File: src/rtl/uart_rx_fifo_core_pkg.sv
// Shared types for the UART receiver: parity mode, FSM states, per-word status
// and the clock divider calculation.
package uart_pkg;

  typedef enum logic [1:0] {
    PAR_NONE = 2'd0,
    PAR_EVEN = 2'd1,
    PAR_ODD  = 2'd2
  } parity_e;

  typedef enum logic [2:0] {
    IDLE,
    START,
    DATA,
    PARITY,
    STOP,
    BRK_WAIT
  } rx_state_e;

  // 'break' is a keyword, hence brk.
  typedef struct packed {
    logic brk;
    logic frame_err;
    logic parity_err;
  } rx_status_t;

  function automatic int calc_div(input int clk_freq, input int baud, input int os);
    int d;
    d = clk_freq / (baud * os);
    return (d < 1) ? 1 : d;
  endfunction

endpackage

File: src/rtl/uart_rx_fifo_core_if.sv
// Valid/ready stream carrying one received word plus its status flags.
interface uart_rx_fifo_core_if #(
  parameter int DATA_BITS = 8
);
  logic [DATA_BITS-1:0] rx_data;
  logic                 rx_parity_err;
  logic                 rx_frame_err;
  logic                 rx_break;
  logic                 rx_valid;
  logic                 rx_ready;

  modport master (
    output rx_data, rx_parity_err, rx_frame_err, rx_break, rx_valid,
    input  rx_ready
  );

  modport slave (
    input  rx_data, rx_parity_err, rx_frame_err, rx_break, rx_valid,
    output rx_ready
  );
endinterface

File: src/rtl/uart_rx_fifo_core_sync_fifo.sv
// Synchronous show-ahead FIFO; a pop frees a slot for a push in the same cycle,
// even when full.
module uart_rx_sync_fifo #(
  parameter int WIDTH = 8,
  parameter int DEPTH = 4
) (
  input  logic             clk,
  input  logic             reset_n,
  input  logic             push,
  input  logic [WIDTH-1:0] push_data,
  input  logic             pop,
  output logic [WIDTH-1:0] head,
  output logic             full,
  output logic             empty
);
  localparam int AW = (DEPTH > 1) ? $clog2(DEPTH) : 1;

  logic [WIDTH-1:0] mem [DEPTH];
  logic [AW-1:0]    wr_ptr, rd_ptr;
  logic [AW:0]      count;
  logic             do_push, do_pop;

  assign do_pop  = pop && !empty;
  assign do_push = push && (!full || do_pop);
  assign full    = (count == (AW+1)'(DEPTH));
  assign empty   = (count == '0);

  always_ff @(posedge clk) begin
    if (!reset_n) begin
      wr_ptr <= '0;
      rd_ptr <= '0;
      count  <= '0;
    end else begin
      if (do_push) wr_ptr <= wr_ptr + 1'b1;
      if (do_pop)  rd_ptr <= rd_ptr + 1'b1;
      case ({do_push, do_pop})
        2'b10:   count <= count + 1'b1;
        2'b01:   count <= count - 1'b1;
        default: ;
      endcase
    end
  end

  // NOTE: storage is not reset; head is masked while empty so reset still reads 0.
  always_ff @(posedge clk) begin
    if (do_push) mem[wr_ptr] <= push_data;
  end

  assign head = empty ? '0 : mem[rd_ptr];
endmodule

File: src/rtl/uart_rx_fifo_core.sv
// Oversampled UART receiver with majority vote, break/overrun detection and an
// output FIFO. Define UART_RX_PARITY_EN to compile in the parity bit and check.
module uart_rx_fifo_core
  import uart_pkg::*;
#(
  parameter int CLK_FREQ   = 50_000_000,
  parameter int BAUD_RATE  = 115200,
  parameter int OVERSAMPLE = 16,
  parameter int DATA_BITS  = 8,
  parameter int STOP_BITS  = 1,
  parameter int PARITY     = 0,
  parameter int FIFO_DEPTH = 4
) (
  input  logic                clk,
  input  logic                reset_n,
  input  logic                rx,
  uart_rx_fifo_core_if.master stream,
  output logic                rx_overrun,
  output logic                rx_busy
);
  localparam int DIV = calc_div(CLK_FREQ, BAUD_RATE, OVERSAMPLE);
  localparam int TW  = (DIV > 1) ? $clog2(DIV) : 1;
  localparam int SW  = $clog2(OVERSAMPLE);
  localparam int BW  = $clog2(DATA_BITS);
  localparam int W   = DATA_BITS + 3;
`ifdef UART_RX_PARITY_EN
  localparam bit PAR_EN = (PARITY != 0);
`else
  // PARITY is accepted but has no effect in this build.
  localparam bit PAR_EN = 1'b0 && (PARITY != 0);
`endif

  rx_state_e            state;
  logic                 rx_meta, rx_s;
  logic [TW-1:0]        tick_cnt;
  logic [SW-1:0]        samp_cnt;
  logic                 v0, v1, maj, tick, mid, bit_end;
  logic [BW-1:0]        bit_cnt;
  logic                 stop_cnt, last_stop;
  logic [DATA_BITS-1:0] shreg;
  logic                 all_zero, ferr, perr_bit, push, pop;
  rx_status_t           push_stat, head_stat;
  logic [W-1:0]         push_word, head_word;
  logic                 fifo_full, fifo_empty;

  always_ff @(posedge clk) begin
    if (!reset_n) begin
      rx_meta <= 1'b1;
      rx_s    <= 1'b1;
    end else begin
      rx_meta <= rx;
      rx_s    <= rx_meta;
    end
  end

  assign tick      = (tick_cnt == TW'(DIV - 1));
  assign mid       = tick && (samp_cnt == SW'(OVERSAMPLE / 2 + 1));
  assign bit_end   = tick && (samp_cnt == SW'(OVERSAMPLE - 1));
  assign maj       = (v0 & v1) | (v0 & rx_s) | (v1 & rx_s);
  assign last_stop = (STOP_BITS == 1) ? 1'b1 : stop_cnt;
  assign push      = reset_n && (state == STOP) && mid && last_stop;

`ifdef UART_RX_PARITY_EN
  logic perr;
  assign perr_bit = perr;
`else
  assign perr_bit = 1'b0;
`endif

  always_comb begin
    // NOTE: default every field first so no path through the block infers a latch.
    push_stat            = '0;
    push_stat.brk        = all_zero && (stop_cnt || !maj);
    push_stat.frame_err  = ferr || !maj;
    push_stat.parity_err = perr_bit;
  end

  assign push_word = {push_stat, push_stat.brk ? '0 : shreg};

  // NOTE: all state updates use <= so every branch sees the pre-edge values.
  always_ff @(posedge clk) begin
    if (!reset_n) begin
      state    <= IDLE;
      tick_cnt <= '0;
      samp_cnt <= '0;
      v0       <= 1'b0;
      v1       <= 1'b0;
      bit_cnt  <= '0;
      stop_cnt <= 1'b0;
      shreg    <= '0;
      all_zero <= 1'b0;
      ferr     <= 1'b0;
`ifdef UART_RX_PARITY_EN
      perr     <= 1'b0;
`endif
    end else begin
      // Counters idle at 0 so the first tick after a start edge is phase aligned.
      if (state == IDLE || state == BRK_WAIT) begin
        tick_cnt <= '0;
        samp_cnt <= '0;
      end else if (tick) begin
        tick_cnt <= '0;
        samp_cnt <= (samp_cnt == SW'(OVERSAMPLE - 1)) ? '0 : samp_cnt + 1'b1;
      end else begin
        tick_cnt <= tick_cnt + 1'b1;
      end
      if (tick && samp_cnt == SW'(OVERSAMPLE / 2 - 1)) v0 <= rx_s;
      if (tick && samp_cnt == SW'(OVERSAMPLE / 2))     v1 <= rx_s;

      case (state)
        IDLE: if (!rx_s) begin
          state    <= START;
          bit_cnt  <= '0;
          stop_cnt <= 1'b0;
          all_zero <= 1'b1;
          ferr     <= 1'b0;
`ifdef UART_RX_PARITY_EN
          perr     <= 1'b0;
`endif
        end
        START: begin
          if (mid && maj)   state <= IDLE;
          else if (bit_end) state <= DATA;
        end
        DATA: begin
          if (mid) begin
            shreg <= {maj, shreg[DATA_BITS-1:1]};
            if (maj) all_zero <= 1'b0;
          end
          if (bit_end) begin
            if (bit_cnt == BW'(DATA_BITS - 1)) begin
              if (PAR_EN) state <= uart_pkg::PARITY;
              else        state <= STOP;
            end else begin
              bit_cnt <= bit_cnt + 1'b1;
            end
          end
        end
`ifdef UART_RX_PARITY_EN
        uart_pkg::PARITY: begin
          if (mid) begin
            perr <= ((^shreg) ^ maj) != (parity_e'(PARITY) == PAR_ODD);
            if (maj) all_zero <= 1'b0;
          end
          if (bit_end) state <= STOP;
        end
`endif
        STOP: begin
          if (mid) begin
            if (!maj) ferr <= 1'b1;
            if (maj && !stop_cnt) all_zero <= 1'b0;
            if (last_stop) state <= push_stat.brk ? BRK_WAIT : IDLE;
          end else if (bit_end) begin
            stop_cnt <= 1'b1;
          end
        end
        BRK_WAIT: if (rx_s) state <= IDLE;
        default:  state <= IDLE;
      endcase
    end
  end

  assign pop = !fifo_empty && stream.rx_ready;

  uart_rx_sync_fifo #(
    .WIDTH (W),
    .DEPTH (FIFO_DEPTH)
  ) u_fifo (
    .clk       (clk),
    .reset_n   (reset_n),
    .push      (push),
    .push_data (push_word),
    .pop       (pop),
    .head      (head_word),
    .full      (fifo_full),
    .empty     (fifo_empty)
  );

  assign head_stat            = head_word[W-1:DATA_BITS];
  assign stream.rx_data       = head_word[DATA_BITS-1:0];
  assign stream.rx_break      = head_stat.brk;
  assign stream.rx_frame_err  = head_stat.frame_err;
  assign stream.rx_parity_err = head_stat.parity_err;
  assign stream.rx_valid      = !fifo_empty;
  assign rx_overrun           = push && fifo_full && !pop;
  assign rx_busy              = (state != IDLE);
endmodule

File: src/flat_wrapper.sv
// flat-port wrapper written by rule: the top's interface ports become plain ports
module uart_rx_fifo_core_flat import uart_pkg::*;
#(
  parameter int CLK_FREQ   = 50_000_000,
  parameter int BAUD_RATE  = 115200,
  parameter int OVERSAMPLE = 16,
  parameter int DATA_BITS  = 8,
  parameter int STOP_BITS  = 1,
  parameter int PARITY     = 0,
  parameter int FIFO_DEPTH = 4
)
  (clk, reset_n, rx, rx_overrun, rx_busy, stream_rx_data, stream_rx_parity_err, stream_rx_frame_err, stream_rx_break, stream_rx_valid, stream_rx_ready);
  uart_rx_fifo_core_if #(.DATA_BITS(DATA_BITS)) stream_i ();
  input  logic clk;
  input  logic reset_n;
  input  logic rx;
  output logic rx_overrun;
  output logic rx_busy;
  output wire logic [$bits(stream_i.rx_data)-1:0] stream_rx_data;
  output wire logic [$bits(stream_i.rx_parity_err)-1:0] stream_rx_parity_err;
  output wire logic [$bits(stream_i.rx_frame_err)-1:0] stream_rx_frame_err;
  output wire logic [$bits(stream_i.rx_break)-1:0] stream_rx_break;
  output wire logic [$bits(stream_i.rx_valid)-1:0] stream_rx_valid;
  input wire logic [$bits(stream_i.rx_ready)-1:0] stream_rx_ready;
  assign stream_rx_data = stream_i.rx_data;
  assign stream_rx_parity_err = stream_i.rx_parity_err;
  assign stream_rx_frame_err = stream_i.rx_frame_err;
  assign stream_rx_break = stream_i.rx_break;
  assign stream_rx_valid = stream_i.rx_valid;
  assign stream_i.rx_ready = stream_rx_ready;
  uart_rx_fifo_core #(.CLK_FREQ(CLK_FREQ), .BAUD_RATE(BAUD_RATE), .OVERSAMPLE(OVERSAMPLE), .DATA_BITS(DATA_BITS), .STOP_BITS(STOP_BITS), .PARITY(PARITY), .FIFO_DEPTH(FIFO_DEPTH)) u_core (.clk(clk), .reset_n(reset_n), .rx(rx), .stream(stream_i), .rx_overrun(rx_overrun), .rx_busy(rx_busy));
endmodule
File: config.mk
export PLATFORM = sky130hd
export DESIGN_NAME = uart_rx_fifo_core_flat
export DESIGN_NICKNAME = d
export VERILOG_FILES = /design/src/rtl/uart_rx_fifo_core_pkg.sv /design/src/rtl/uart_rx_fifo_core_if.sv /design/src/rtl/uart_rx_fifo_core_sync_fifo.sv /design/src/rtl/uart_rx_fifo_core.sv /design/src/flat_wrapper.sv
export SDC_FILE = /design/constraint.sdc
export NUM_CORES = 1
export LEC_CHECK = 0
export CAP_MARGIN = 20
export CORE_UTILIZATION = 45
export CTS_CLUSTER_SIZE = 30
export DETAILED_ROUTE_END_ITERATION = 12
export PLACE_DENSITY = 0.72
export SLEW_MARGIN = 20
export SYNTH_ARGS = -nofsm -noshare
export SYNTH_HDL_FRONTEND = slang
export SYNTH_SLANG_ARGS = --single-unit
File: constraint.sdc
create_clock -name clk -period 3.3 [get_ports clk]
set_input_delay 0.33 -clock clk [delete_from_list [all_inputs] [get_ports clk]]
set_output_delay 0.33 -clock clk [all_outputs]
set_load 0.02 [all_outputs]
==> metrics.txt, run 1 <==
status completed; Cell Chain, Critical Path inv_1 -> ha_1 -> and4b_1 -> nand4_1 -> and2_1 -> fa_1 -> or4b_1 -> a21o_1 -> a31oi_1; Fin Hold WS around 0.43 ns; Syn Nets between 300 and 400; Die X ~90 um; DRT Pass-1 Iters 4; Iteration-0 DRC Markers between 70 and 80; EDFF count, synth 40; Reg clk slew, reported paths roughly 0.090 ns; leak pwr 1.40 nW; number of global-route vias before repair ~2.2k; Final Util 0.536; Area contributors post-synth edfxtp_1 (34%), dfxtp_1 (22%), mux4_2 (6.4%); slowest CP cell or4b_1; Post-CTS Hold Buffers 0; Antenna Nets Post-Route 0; initial core utilization 0.477; ant diodes 0; clock sink total slightly below 80; CTS tree built; core box area 7410 sq um; FF+latch count, synth 79; global-route wire length before repair between 10,000 and 15,000 um; Rows 31; Switching Share 0.287; Pwr Density roughly 580 nW/um^2; Setup Skew between 0.008 and 0.009 ns; Skew-Pair Late Insertion Delay around 0.35 ns; DR WL/cell 14.7 um; actual slew at the worst max-slew pin between 0.6 and 0.7 ns; Pins Over Slew Limit 0; final critical-path required period 2.93 ns; DIE HEIGHT a little over 90 um; Required @ worst endpoint between 3 and 4 ns; synth warn 0; die area a little over 8000 sq um; Power Internal between 0.0015 and 0.002 W; WS Path Type reg -> reg; TritonCTS buffer count 9; I/O Buffers 16; share of Yosys cell area claimed by the top area cell type 0.340; largest net degree at the start of global routing 22; Root Buffer clkbuf_8; Final Hold Viols 0; sequential share of power 0.481; post-DP HPWL between 4000 and 5000 um; Post-Syn Area ~3500 sq um; Crit path arrival time around 3.2 ns; All-Layer GR Usage 0.163; postcts setup bufs 0; layout net count between 300 and 400; startpoint types register; Via Count between 2k and 2.5k; register area share after synthesis 0.561; WL final 6150 um; post-placement cell count ~400; Synth top cells by count edfxtp_1 (40), dfxtp_1 (39), nand2_1 (27), nor2_1 (25), and2_1 (19); GRT overflow 0; H-tree depth 3; max cap viols 0; CP Capture Type register; TNS Setup 0 ns; Peak Freq 342 MHz; # IOs 18; worst hold path type reg -> reg; CTS resizes 0; top-count cell post-synth edfxtp_1; R2R setup slack between 0.3 and 0.4 ns; Slew headroom 0.537; gpl congestion between 0.8 and 0.9; largest area contributor in the netlist edfxtp_1; Final Setup Violations 0; RSZ-0062 raised after global routing false; final cell count without fillers 417; Yosys cell types 55; net switching power 0.000665 W; asr flop ratio synth 0; post-route clock period utilization 0.887; vias per cell about 5.3; combinational share of power 0.177; clock group share of total power 0.342; Synth Flop Type edfxtp_1; Peak supply drop about 0.27 mV; initial antenna violation count 0; Syn Inst Count ~300; drt drc 0; synthesized area per cell between 10 and 15 sq um; Tot Pwr roughly 0.0023 W; share of cells above drive strength 1 0.113; Area Overhead vs Synth 12.5%; CTS max path bufs 2; Crit Path Max Fanout 13; CP max stage delay approximately 0.55 ns
routing by layer:
metal	track usage	up-vias	wire length (um)
met5	0	-	0
met4	0.0914	0	119
met3	0.0303	10	267
met2	0.273	58	2970
met1	0.196	1057	2790
li1	-	1105	-
cells in the final DEF, fill, tap and decap left out, types with 3 or more instances in the layout:
master / n
ha_1: 11
o31ai_1: 3
o211ai_1: 3
clkdlybuf4s50_1: 16
mux4_2: 10
xor2_1: 6
edfxtp_1: 40
and2_1: 19
nand2_1: 27
o21ai_0: 4
nor2b_1: 8
a21oi_1: 15
a31oi_1: 3
nor3_1: 3
xnor2_1: 4
inv_1: 8
dfxtp_1: 39
nand2b_1: 7
nand3b_1: 6
nand3_1: 7
clkbuf_8: 9
nor2_1: 25
mux2i_1: 4
critical path: cells and delay by family, from the launching register on:
family	cells	cell delay, ns
fa+ha+maj	2	0.60
flops	1	0.34
buf+inv	1	0.06
compound gates	2	0.32
simple gates	4	1.51
per-stage QoR:
stage                     setup slack (ns)  cell area (sq um)
after global routing                 0.142               3970
after global placement               0.557               3750
after CTS                            0.392               3970
final                                0.374               3970
after floorplan                      0.771               3530
after detailed placement             0.413               3750
flip-flops by register name, indices dropped and copies added, names as in the netlist, 2 cells and up, named ones only:
register	cells
u_core.u_fifo.wr_ptr	2
u_core.state	3
u_core.samp_cnt	4
u_core.u_fifo.count	3
u_core.tick_cnt	5
u_core.u_fifo.rd_ptr	2
u_core.u_fifo.mem	40
u_core.bit_cnt	3
u_core.shreg	8
cells by family after synthesis:
group | Yosys count | share of synthesized area
flip-flops | 79 | 0.561
AND/OR/NAND/NOR | 119 | 0.182
multiplexers | 14 | 0.0751
other | 1 | 0.00106
AO/OA/AOI/OAI | 41 | 0.0793
XOR/XNOR | 10 | 0.0248
adder cells (fa/ha/maj) | 13 | 0.0478
buffers and inverters | 22 | 0.0287
final timing paths:
kind                            startpoint                                  end  cells after the start
max          u_core.tick_cnt[0]$_SDFF_PP0_  u_core.u_fifo.count[2]$_SDFFE_PN0P_                      9
min reg2reg      u_core.rx_meta$_SDFF_PN1_               u_core.rx_s$_SDFF_PN1_                      1
min              u_core.rx_meta$_SDFF_PN1_               u_core.rx_s$_SDFF_PN1_                      1
max reg2reg  u_core.tick_cnt[0]$_SDFF_PP0_  u_core.u_fifo.count[2]$_SDFFE_PN0P_                      9
cell type report:
class / instances / area, sq um
Tap cell: 99 / 124
Clock buffer: 9 / 124
Inverter: 8 / 30.0
Timing Repair Buffer: 17 / 168
Clock inverter: 7 / 96.3
Multi-Input combinational cell: 198 / 1450
Fill cell: 634 / 3430
Sequential cell: 79 / 1980
power by group through the flow:
stage	logic [W]	registers, W	clock network, W
2_1_floorplan	0.000358	0.00108	0
3_3_place_gp	0.000400	0.00113	0
3_5_place_dp	0.000405	0.00114	0
4_1_cts	0.000408	0.00111	0.000805
5_1_grt	0.000449	0.00112	0.000843
6_report	0.000411	0.00112	0.000793
No activity file was read; power rests on OpenSTA's default activity.
==> run 2, diff against run 1 <==
- ABC_CLOCK_PERIOD_IN_PS: unset -> 3300
==> results of run 2 <==
Same layout as run 1: the final DEF is identical, and so are final timing and power.
==> RTL edit 1: new RTL, flow settings as in run 1 <==
Register the input `rx` before use. The logic sees it one clock later. The other inputs are not delayed to match.
--- a/src/rtl/uart_rx_fifo_core.sv
+++ b/src/rtl/uart_rx_fifo_core.sv
@@ -23,6 +23,12 @@
   localparam int SW  = $clog2(OVERSAMPLE);
   localparam int BW  = $clog2(DATA_BITS);
   localparam int W   = DATA_BITS + 3;
+
+  logic rx_q;
+
+  always_ff @(posedge clk) begin
+    rx_q <= rx;
+  end
 `ifdef UART_RX_PARITY_EN
   localparam bit PAR_EN = (PARITY != 0);
 `else
@@ -48,7 +54,7 @@
       rx_meta <= 1'b1;
       rx_s    <= 1'b1;
     end else begin
-      rx_meta <= rx;
+      rx_meta <= rx_q;
       rx_s    <= rx_meta;
     end
   end
Function: changed (a bounded check fails within 4 cycles, from zero or initial values and one cycle with reset_n low).
==> RTL edit 1 against run 1 <==
  * Setup slack improved by 0.12 ns
  * Wire length shrank 0.85%
  * Count of clock-buffer cells in the layout grew 1
  * Final area increased by 3.9%
  * Sequential cell count rose by 1
  * Area after synthesis up 4.4%
  * Largest cell class unchanged
Power is not compared: it rests on default switching activity, and its combinational part moved more than twofold at a synthesized area within 25%.
==> RTL edit 1: results (changes against run 1) <==
- The number of multi-input logic gates is 200 (+1.0%).
- The worst hold slack across all endpoints is 0.414 ns (-0.0188 ns).
- The area share of xor/xnor cells in the synthesized design is 2.61% (+0.13 points).
- The maximum net fanout on the critical path is 7 (-6).
- The relative slew slack is 46.0% (-7.7 points).
- By area the synthesized netlist is led by sky130_fd_sc_hd__edfxtp_1 (33%), sky130_fd_sc_hd__dfxtp_1 (22%), sky130_fd_sc_hd__mux4_2 (6.1%), sky130_fd_sc_hd__mux2i_1 (3.8%), sky130_fd_sc_hd__nor2_1 (3.8%).
- The worst-case clock skew came to 0.00894 ns (+0.000130 ns).
- The count of routing violations after the opening detailed-route iteration is 129 (+65%).
- The non-clock inverter count in the final layout is 9 (+1).
- The via count of the first global-routing pass is 2,190 (-1.9%).
- The overall fraction of global-route tracks in use was 16.0% (-0.23 points).
- The portion of netlist area occupied by mux cells was 10.5% (+3.0 points).
- The flow ran to the end, and the final reports show no timing, DRC or antenna violations.
- The startpoint of the worst hold path is u_core.rx_q.
- The count of flip-flops and latches was 80 (+1.3%).
- The clock-cell share of area was 5.15% (-0.39 points).
- The complex-gate fraction of the synthesized area is 7.33% (-0.60 points).
- The via count normalized by instance count is 5.30 (-0.83%).
- The sequential standard cell area came to 2000 sq um (+1.0%).
- The fraction of layout instances using a drive strength above 1 is 11.8% (+0.44 points).
- After synthesis, the most frequently instantiated cells are sky130_fd_sc_hd__dfxtp_1 (40), sky130_fd_sc_hd__edfxtp_1 (40), sky130_fd_sc_hd__nor2_1 (37).
- The half-perimeter wire length after detailed placement was 4140 microns (-1.6%).
- The final net count is 334 (+1.5%).
- The post-synthesis adder-cell area fraction is 4.58% (-0.20 points).
- The hold-critical path endpoint is u_core.rx_meta.
- The data-path buffer share of cell area in the final layout is 4.24% (+0.022 points).
- The count of H-tree levels built during CTS is 3 (unchanged).
- The layout clock buffer count is 10 (+1).
- The sequential cell area fraction in the yosys report is 54.3% (-1.8 points).
- The maximum number of pins on one net before global-route repair is 25 (+14%).
- The total wire length after detailed routing is 6100 microns (-0.85%).
- The combined area of the multi-input logic cells was 1580 sq um (+8.9%).
- The non-clock buffer count in the final layout was 18 (+1).
- The largest incremental delay on the critical path is 0.61 ns (+0.06 ns).
- The final weighted congestion of routability-driven global placement is 0.785 (-3.2%).
- The synthesized netlist net count came to 318 (+0.95%).
RTL edit 1: routing by layer:
metal  wire length [microns]  global-route usage, %
met5                       0                      0
met4                     107                   8.07
met3                     206                   2.87
met2                    3060                   26.5
met1                    2720                   20.2
RTL edit 1: power breakdown:
part | total [mW] | internal, mW | switching (mW)
combinational | 0.170 | 0.0828 | 0.0872
clock | 0.767 | 0.424 | 0.344
sequential | 1.08 | 1.05 | 0.0291
total | 2.02 | 1.56 | 0.460
RTL edit 1: per-stage QoR:
stage	cells	instance area [sq um]	setup WS [ns]	utilization [%]	total power, mW
after floorplan	302	3690	1.14	-	1.22
after global routing	425	4130	0.336	52.9	2.10
after global placement	409	3920	0.783	50.2	1.27
final	425	4130	0.490	52.9	2.02
after CTS	425	4130	0.477	52.9	2.03
after detailed placement	409	3920	0.705	50.2	1.27
==> RTL edit 2: new RTL, flow settings as in run 1 <==
Made on the original files. `OVERSAMPLE` is set to 16 in 2 places; all go to 32.
--- a/src/rtl/uart_rx_fifo_core.sv
+++ b/src/rtl/uart_rx_fifo_core.sv
@@ -5,7 +5,7 @@
 #(
   parameter int CLK_FREQ   = 50_000_000,
   parameter int BAUD_RATE  = 115200,
-  parameter int OVERSAMPLE = 16,
+  parameter int OVERSAMPLE = 32,
   parameter int DATA_BITS  = 8,
   parameter int STOP_BITS  = 1,
   parameter int PARITY     = 0,
--- a/src/flat_wrapper.sv
+++ b/src/flat_wrapper.sv
@@ -3,7 +3,7 @@
 #(
   parameter int CLK_FREQ   = 50_000_000,
   parameter int BAUD_RATE  = 115200,
-  parameter int OVERSAMPLE = 16,
+  parameter int OVERSAMPLE = 32,
   parameter int DATA_BITS  = 8,
   parameter int STOP_BITS  = 1,
   parameter int PARITY     = 0,
Function: no difference found for any inputs over 10 cycles, from zero or initial values and one cycle with reset_n low; that may be too few to reach the edited logic, so the function may still have changed.
==> RTL edit 2 against run 1 <==
  * Setup slack gained 0.11 ns
  * Final area is 3.7% higher
  * Sequential cell count did not move
  * Area after synthesis up 4.2%
  * Wire length is 1.2% higher
  * Via count rose by 3.5%
  * Global-route usage hardly changed
  * Critical path type is now reg2out
  * Largest cell class unchanged
Power is not compared: it rests on default switching activity, and its combinational part moved more than twofold at a synthesized area within 25%.
==> RTL edit 2: results (changes against run 1) <==
- The flow ran to the end, and the final reports show no timing, DRC or antenna violations.
- The count of H-tree levels built during CTS came to 3 (unchanged).
- The largest registers in the layout are u_core.u_fifo.mem (40), u_core.shreg (8), u_core.samp_cnt (5).
- The final net count came to 345 (+4.9%).
- Yosys attributes the largest share of cell area to sky130_fd_sc_hd__edfxtp_1 (33%), sky130_fd_sc_hd__dfxtp_1 (21%), sky130_fd_sc_hd__mux4_2 (6.1%), sky130_fd_sc_hd__nor2b_1 (5.1%), sky130_fd_sc_hd__ha_1 (4.4%).
- The global-route wire length before repair is 10,800 microns (+4.2%).
- The area share of xor/xnor cells in the synthesized design is 1.43% (-1.1 points).
- The arrival time of data at the critical path endpoint is 2.49 ns (-0.71 ns).
- The overall fraction of global-route tracks in use is 16.2% (-0.047 points).
- The final weighted congestion of routability-driven global placement is 0.909 (+12%).
- The maximum net fanout on the critical path is 8 (-5).
- The cell sitting at the root of the clock tree is a sky130_fd_sc_hd__clkbuf_8.
- The complex-gate fraction of the synthesized area is 6.93% (-1.0 points).
- The number of buffers inserted during clock tree synthesis is 9 (unchanged).
- The fraction of layout instances using a drive strength above 1 is 11.1% (-0.18 points).
- The count of port buffers added during placement is 16 (unchanged).
- The sequential cell area fraction in the yosys report is 53.8% (-2.2 points).
- In the synthesized netlist, the cells that appear most often are sky130_fd_sc_hd__edfxtp_1 (40), sky130_fd_sc_hd__dfxtp_1 (39), sky130_fd_sc_hd__nor2b_1 (30), sky130_fd_sc_hd__nand2_1 (16).
- The maximum number of pins on one net before global-route repair is 37 (+68%).
- The clock-pin slew of the registers on the worst-case setup and hold paths is 0.09 ns (about the same).
- The class of the most critical hold timing path is reg2reg.
- The source-to-sink clock delay at the later pin of the worst-skew pair is 0.35 ns (about the same).
- The number of enable-type register cells in the synthesized netlist came to 40 (unchanged).
- The total of cells resized after clock tree synthesis is 0 (unchanged).
- The total wire length after detailed routing is 6220 microns (+1.2%).
- The worst-case clock skew was 0.0105 ns (+0.00165 ns).
- The number of iterations in the first detailed-routing pass is 6 (+2).
- The half-perimeter wire length after detailed placement was 4360 microns (+3.7%).
- The count of routing violations after the opening detailed-route iteration was 87 (+12%).
- The initial antenna violation count was 0 (unchanged).
- The number of different library cells in the post-synthesis netlist is 50 (-9.1%).
- The via count of the first global-routing pass is 2,269 (+1.6%).
- The number of rows in the core area is 32 (+3.2%).
- The maximum buffer depth of the clock tree is 2 (unchanged).
- The synthesized netlist net count is 331 (+5.1%).
- Summed over all cells, the static leakage comes to 1.46 nW.
- The count of inserted antenna diode cells was 0 (unchanged).
- The via count normalized by instance count is 5.32 (-0.60%).
- The share of synthesized flip-flops with an asynchronous set or reset is 0% (unchanged).
- The portion of netlist area occupied by mux cells is 9.38% (+1.9 points).
- The relative slew slack is 51.7% (-2.0 points).
- The warning count from the yosys run was 0 (unchanged).
- The number of setup buffers added after CTS is 0 (unchanged).
- The largest voltage drop on the vdd net is 0.256 mV.
- The post-synthesis adder-cell area fraction is 5.23% (+0.45 points).
-- RTL edit 2: cell count changes in the layout (fill, tap and decap cells not counted), moves of 6 or more --
cell,before,now
sky130_fd_sc_hd__a21boi_0,0,6
sky130_fd_sc_hd__nand4_1,2,10
sky130_fd_sc_hd__a21oi_1,15,8
sky130_fd_sc_hd__nand3b_1,6,0
sky130_fd_sc_hd__mux2i_1,4,12
sky130_fd_sc_hd__nor2_1,25,13
sky130_fd_sc_hd__nor2b_1,8,30
sky130_fd_sc_hd__and2_1,19,8
sky130_fd_sc_hd__nand2_1,27,16
-- RTL edit 2: layout make-up --
type	count	area [sq um]
fill	678	3690
timing repair buffer	21	198
multi-input combinational	203	1560
tap	102	128
sequential	79	1980
clock buffer	9	124
clock inverter	7	80.1
inverter	13	48.8
-- RTL edit 2: metal layers --
metal	global-route usage, %	wire length [microns]	vias to the layer above
met5	0	0	-
met4	7.29	101	0
met3	2.63	172	9
met2	27.1	3000	38
met1	20.7	2950	1092
li1	-	-	1168
-- RTL edit 2: logic make-up after synthesis --
kind of cell,Yosys count
flip-flops,79
adder cells (fa/ha/maj),15
XOR/XNOR,6
other,1
AND/OR/NAND/NOR,121
buffers and inverters,31
multiplexers,22
AO/OA/AOI/OAI,38
-- RTL edit 2: through the flow --
stage | instances | area (sq um) | power (mW) | setup slack, ns
after floorplan | 313 | 3680 | 1.16 | 0.944
after global placement | 418 | 3920 | 1.19 | 0.847
after detailed placement | 418 | 3920 | 1.19 | 0.827
after CTS | 434 | 4120 | 1.92 | 0.481
after global routing | 434 | 4120 | 1.99 | 0.382
final | 434 | 4120 | 1.91 | 0.483
-- RTL edit 2: worst paths after layout --
kind	cells past startpoint	slack [ns]	start	endpoint
hold reg to reg	1	0.42	u_core.rx_meta	u_core.rx_s
setup reg to reg	7	0.97	u_core.samp_cnt[0]	u_core.state[0]
hold / removal	1	0.42	u_core.rx_meta	u_core.rx_s
setup / recovery	6	0.48	u_core.samp_cnt[0]	rx_overrun
-- RTL edit 2: worst max-delay path, stage by stage (launching register included) --
cell                              delay, ns
sky130_fd_sc_hd__dfxtp_1               0.44
sky130_fd_sc_hd__ha_1                  0.20
sky130_fd_sc_hd__nor4bb_1              0.26
sky130_fd_sc_hd__buf_4                 0.19
sky130_fd_sc_hd__nand3_1               0.25
sky130_fd_sc_hd__nor2_1                0.18
sky130_fd_sc_hd__clkdlybuf4s50_1       0.61
-- RTL edit 2: power by group --
group          switching (mW)  leakage (nW)  internal (mW)
combinational          0.0714         0.664         0.0531
clock                   0.380         0.102          0.360
sequential             0.0179         0.690           1.03
total                   0.469          1.46           1.44
